[src/rtl/fbw_arbiter.sv]
// fbw_arbiter: shares one frame buffer write port between two row-oriented
// pattern sources. Ownership changes only at frame boundaries, alternates
// round-robin, and an owner keeps at most MAX_FRAMES frames while the other
// source is waiting. Every hand-over passes through one idle cycle.
module fbw_arbiter #(
    parameter int MAX_FRAMES = 4
) (
    input  logic        clk,
    input  logic        rst,

    input  logic        s0_req,
    output logic        s0_grant,
    input  logic [5:0]  s0_row_addr,
    input  logic        s0_row_store,
    input  logic        s0_row_swap,
    output logic        s0_row_rdy,
    input  logic [23:0] s0_data,
    input  logic [5:0]  s0_col_addr,
    input  logic        s0_wren,
    input  logic        s0_frame_swap,
    output logic        s0_frame_rdy,

    input  logic        s1_req,
    output logic        s1_grant,
    input  logic [5:0]  s1_row_addr,
    input  logic        s1_row_store,
    input  logic        s1_row_swap,
    output logic        s1_row_rdy,
    input  logic [23:0] s1_data,
    input  logic [5:0]  s1_col_addr,
    input  logic        s1_wren,
    input  logic        s1_frame_swap,
    output logic        s1_frame_rdy,

    output logic [5:0]  m_row_addr,
    output logic        m_row_store,
    output logic        m_row_swap,
    output logic [23:0] m_data,
    output logic [5:0]  m_col_addr,
    output logic        m_wren,
    output logic        m_frame_swap,
    input  logic        m_row_rdy,
    input  logic        m_frame_rdy
);

    typedef enum logic [1:0] {
        ST_IDLE   = 2'd0,
        ST_GRANT0 = 2'd1,
        ST_GRANT1 = 2'd2
    } state_t;

    localparam logic [8:0] MAX_W9 = 9'(MAX_FRAMES);
    localparam logic [7:0] MAX_W8 = 8'(MAX_FRAMES);

    state_t     state;
    state_t     next_state;
    logic       rr_last;
    logic [7:0] fcnt;
    logic       frame_open;

    logic       own_req;
    logic       oth_req;
    logic       own_act;
    logic       own_fswap;
    logic [8:0] fcnt_inc;

    assign fcnt_inc = {1'b0, fcnt} + 9'd1;

    // Owner-relative view of the request and frame-activity inputs.
    always_comb begin
        own_req   = 1'b0;
        oth_req   = 1'b0;
        own_act   = 1'b0;
        own_fswap = 1'b0;
        case (state)
            ST_GRANT0: begin
                own_req   = s0_req;
                oth_req   = s1_req;
                own_act   = s0_wren | s0_row_store | s0_row_swap;
                own_fswap = s0_frame_swap;
            end
            ST_GRANT1: begin
                own_req   = s1_req;
                oth_req   = s0_req;
                own_act   = s1_wren | s1_row_store | s1_row_swap;
                own_fswap = s1_frame_swap;
            end
            default: ;
        endcase
    end

    // Next-state: round-robin pick from idle, release only at frame edges
    // or when the owner has left with no frame in progress.
    always_comb begin
        next_state = state;
        case (state)
            ST_IDLE: begin
                if (s0_req && s1_req)
                    next_state = rr_last ? ST_GRANT0 : ST_GRANT1;
                else if (s0_req)
                    next_state = ST_GRANT0;
                else if (s1_req)
                    next_state = ST_GRANT1;
            end
            ST_GRANT0, ST_GRANT1: begin
                if ((own_fswap && (!own_req || (oth_req && (fcnt_inc >= MAX_W9)))) ||
                    (!own_req && !frame_open))
                    next_state = ST_IDLE;
            end
            default: next_state = ST_IDLE;
        endcase
    end

    // Output steering: the owner sees the frame buffer, everyone else sees 0.
    always_comb begin
        m_row_addr   = '0;
        m_row_store  = 1'b0;
        m_row_swap   = 1'b0;
        m_data       = '0;
        m_col_addr   = '0;
        m_wren       = 1'b0;
        m_frame_swap = 1'b0;
        s0_grant     = 1'b0;
        s0_row_rdy   = 1'b0;
        s0_frame_rdy = 1'b0;
        s1_grant     = 1'b0;
        s1_row_rdy   = 1'b0;
        s1_frame_rdy = 1'b0;
        case (state)
            ST_GRANT0: begin
                m_row_addr   = s0_row_addr;
                m_row_store  = s0_row_store;
                m_row_swap   = s0_row_swap;
                m_data       = s0_data;
                m_col_addr   = s0_col_addr;
                m_wren       = s0_wren;
                m_frame_swap = s0_frame_swap;
                s0_grant     = 1'b1;
                s0_row_rdy   = m_row_rdy;
                s0_frame_rdy = m_frame_rdy;
            end
            ST_GRANT1: begin
                m_row_addr   = s1_row_addr;
                m_row_store  = s1_row_store;
                m_row_swap   = s1_row_swap;
                m_data       = s1_data;
                m_col_addr   = s1_col_addr;
                m_wren       = s1_wren;
                m_frame_swap = s1_frame_swap;
                s1_grant     = 1'b1;
                s1_row_rdy   = m_row_rdy;
                s1_frame_rdy = m_frame_rdy;
            end
            default: ;
        endcase
    end

    // State register.
    always_ff @(posedge clk or posedge rst) begin
        if (rst)
            state <= ST_IDLE;
        else
            state <= next_state;
    end

    // Grant bookkeeping: fresh counters on each new grant, frame tracking
    // and saturating frame count while owned.
    always_ff @(posedge clk or posedge rst) begin
        if (rst) begin
            rr_last    <= 1'b1;
            fcnt       <= '0;
            frame_open <= 1'b0;
        end else if (state == ST_IDLE) begin
            if (next_state != ST_IDLE) begin
                rr_last    <= (next_state == ST_GRANT1);
                fcnt       <= '0;
                frame_open <= 1'b0;
            end
        end else begin
            if (own_fswap) begin
                fcnt       <= (fcnt_inc >= MAX_W9) ? MAX_W8 : fcnt_inc[7:0];
                frame_open <= 1'b0;
            end else if (own_act) begin
                frame_open <= 1'b1;
            end
        end
    end

endmodule

[config.mk]
export PLATFORM = sky130hd
export DESIGN_NAME = fbw_arbiter
export DESIGN_NICKNAME = d
export VERILOG_FILES = /design/src/rtl/fbw_arbiter.sv
export SDC_FILE = /design/constraint.sdc
export NUM_CORES = 1
export LEC_CHECK = 0
export BUFFER_PORTS_ARGS = -buffer_cell sky130_fd_sc_hd__buf_2
export CAP_MARGIN = 40
export CORE_UTILIZATION = 40
export CTS_BUF_LIST = sky130_fd_sc_hd__clkbuf_4 sky130_fd_sc_hd__clkbuf_8
export DETAILED_ROUTE_END_ITERATION = 7
export GPL_ROUTABILITY_DRIVEN = 0
export PLACE_DENSITY = 0.92
export SLEW_MARGIN = 15
export SYNTH_ARGS = -nofsm -noshare
export SYNTH_HDL_FRONTEND = slang
export SYNTH_SLANG_ARGS = --single-unit
export TNS_END_PERCENT = 10
[constraint.sdc]
create_clock -name clk -period 4.5 [get_ports clk]
set_input_delay 0.225 -clock clk [delete_from_list [all_inputs] [get_ports clk]]
set_output_delay 0.225 -clock clk [all_outputs]
set_load 0.03 [all_outputs]
==> reports/summary.txt <==
H-tree depth - 1
Worst min path class - primary input to flip-flop
Switching fraction of total power - 60.7%
Clock network power share - 8.1%
Fin. max-slew vios - 0
Post-CTS Hold Buffers - 1
Internal cell power - 456 uW
Crit end category - primary output
DRC Markers - 0
Sum of negative setup slack - 0 ps
Via Count - 1863
Vias in the first global route - 1541
Critical-path top delay cell - ha_1
Cell family with most CP delay - buffers and inverters
Register area share after synthesis - 23.1%
Routed Antenna Nets - 0
Post-synth EDFFs - 0
DP HPWL - 3.92 mm
Clock skew - 5.97 ps
RSZ-0062 raised after global routing - no
Core area - 3080 um2
Min Clock Period, post-route - 2630 ps
Area delta synth->final - 54.6%
Syn nets - 269
Power Dens Cells - 575 nW/um2
Final setup viols - 0
Max incr delay on CP - 670 ps
Peak Freq - 380 MHz
Netlist cell types - 37
Total wire length - 4.99 mm
GRT overflow - 0
Nets@finish - 394
Critical path type - flip-flop to primary output
Max-cap violations - 0
Maximum vdd drop - 0.459 mV
DR iter-0 viols - 78
Fraction of registers with async set/reset - 100%
Cell area after synthesis - 1310 um2
Post-route setup slack - 1870 ps
Share of power burned in registers - 14.0%
Predominant post-synthesis flop cell - dfrtp_1
Reg clk slew, reported paths - 90 ps
Fin Hold WS - 338 ps
CP Cell Sequence - inv_1 -> ha_1 -> buf_4 -> a22oi_1 -> nor2_1 -> buf_2
Largest net degree at the start of global routing - 45
Critical path startpoint category - flip-flop
Post-CTS setup buffers - 0
CTS tree - done
Worst path buffer plus inverter count - 3
Clock latency at the later pin of the worst-skew pair - 300 ps
Port Buffers - 131
Slew headroom - 49.4%
Vias per cell - 5.40
Row count - 20
Top-level port count - 132
Leakage power - 0.00112 uW
Fraction of layout cells with a size suffix above 1 - 48.2%
Crit-path max FO - 24
Psw - 704 uW
Fillers - 289
#FFs+latches synth - 12
First-pass DRT Iterations - 4
Combinational Power Share - 77.9%
Hold Path Cell Cnt - 4
Drt wl/cell - 14.5 um
Final Total Pwr - 1160 uW
Met3 wire len - 420 um
Met2 WL - 2.47 mm
Synth Area per Inst - 7.37 um2
Resize count post-CTS - 0
CTS sink cnt - 12
Die width - 59.1 um
Clk root buf - clkbuf_4
Status - completed
R2R cell count - 7
DR top layer - met4
Part of the cycle the worst path needs - 58.5%
Die area - 3500 um2
Required @ worst endpoint - 4280 ps
Initial antenna violation count - 0
Syn. warnings - 0
Die H - 59.1 um
Measured slew at the worst slew-check pin - 759 ps
Place WS - 1960 ps
Final Hold Viols - 0
Clock Path Buffers - 2
Initial Utilization - 42.4%
Diode count - 0
Arrival @ worst endpoint - 2410 ps
Gate Count Post-Synth - 177
Global-route wire length before repair - 7.41 mm
CTS buffer count - 3
Wire length on met1 - 2.04 mm
WP depth - 6
Gr usage total - 28.4%
==> final timing paths <==
kind	start	endpoint	slack, ps
max in group asynchronous	rst	rr_last	3660
worst max register to register	state[1]	rr_last	1940
worst min-delay path	s1_req	state[0]	340
worst max-delay path	state[1]	m_data[5]	1870
worst min register to register	fcnt[7]	fcnt[7]	490
min in group asynchronous	rst	fcnt[2]	490
==> power by group through the flow <==
stage	registers (uW)	clock network, uW	logic, uW
4_1_cts	162	91.0	905
6_report	163	93.7	904
5_1_grt	166	98.1	984
2_1_floorplan	156	0	690
3_5_place_dp	164	0	898
3_3_place_gp	161	0	887
==> worst register-to-register path, cell delays in order (launching register included) <==
cell and delay [ps]:
dfrtp_1 470, inv_1 150, ha_1 670, a22oi_2 170
or3_4 430, and4_4 200, a2111oi_4 300, nor3_1 90
==> registers in the layout, summed over array words and instances, names as in the netlist <==
register	count
frame_open	1
state	2
rr_last	1
fcnt	8
==> cell usage after synthesis (all sizes together), types with 2 or more instances <==
cell type,number,area share (%)
nor3,2,0.77
a21oi,4,1.5
o31ai,2,1.2
clkbuf,11,3.2
nor2,45,13
nand2,7,2.0
ha,6,5.8
a22oi,42,25
buf,3,1.4
and3,2,0.96
inv,5,1.4
and2,10,4.8
o211ai,2,1.2
dfrtp,11,21
o21ai,3,1.2
nand3,3,1.2
nor2b,2,0.96
==> area by class of cell <==
cell class | count | area (um2) | area share, %
repair buffers | 134 | 681 | 33.7
inverters | 5 | 18.8 | 0.931
flip-flops and latches | 12 | 302 | 15.0
clock buffers | 4 | 36.3 | 1.80
multi-input cells | 146 | 925 | 45.8
well taps | 44 | 55.1 | 2.73
==> layout by cell type, fill, tap and decap left out, types with 4 or more instances in the layout <==
| cell | Yosys | routed |
|---|---|---|
| buf_2 | 0 | 131 |
| nor2_1 | 45 | 45 |
| a22oi_1 | 41 | 41 |
| dfrtp_1 | 11 | 11 |
| and2_1 | 10 | 10 |
| nand2_1 | 7 | 7 |
| ha_1 | 6 | 6 |
| a21oi_1 | 4 | 4 |
| inv_1 | 4 | 4 |
==> cell families (layout without fill, tap and decap cells) <==
group,count (synthesis),after routing,synth area share [%]
compound gates,62,62,37.1
buf+inv,19,143,6.04
flops,12,12,23.1
fa+ha+maj,6,6,5.75
simple gates,78,78,28.0
==> per-layer routing <==
layer,up-vias,GRT usage (%)
li1,903,-
met1,867,38.2
met2,88,45.5
met3,5,6.11
met4,0,8.50
met5,-,0
==> stage by stage <==
| stage | area (um2) | std cells | util [%] |
|---|---|---|---|
| floorplan | 1310 | 177 | - |
| finish | 2020 | 345 | 65.5 |
| global route | 2020 | 345 | 65.5 |
| detailed placement | 1970 | 340 | 64.0 |
| CTS | 2020 | 345 | 65.5 |
| global placement | 1970 | 340 | 64.0 |
Power figures use the tool's default switching activity.
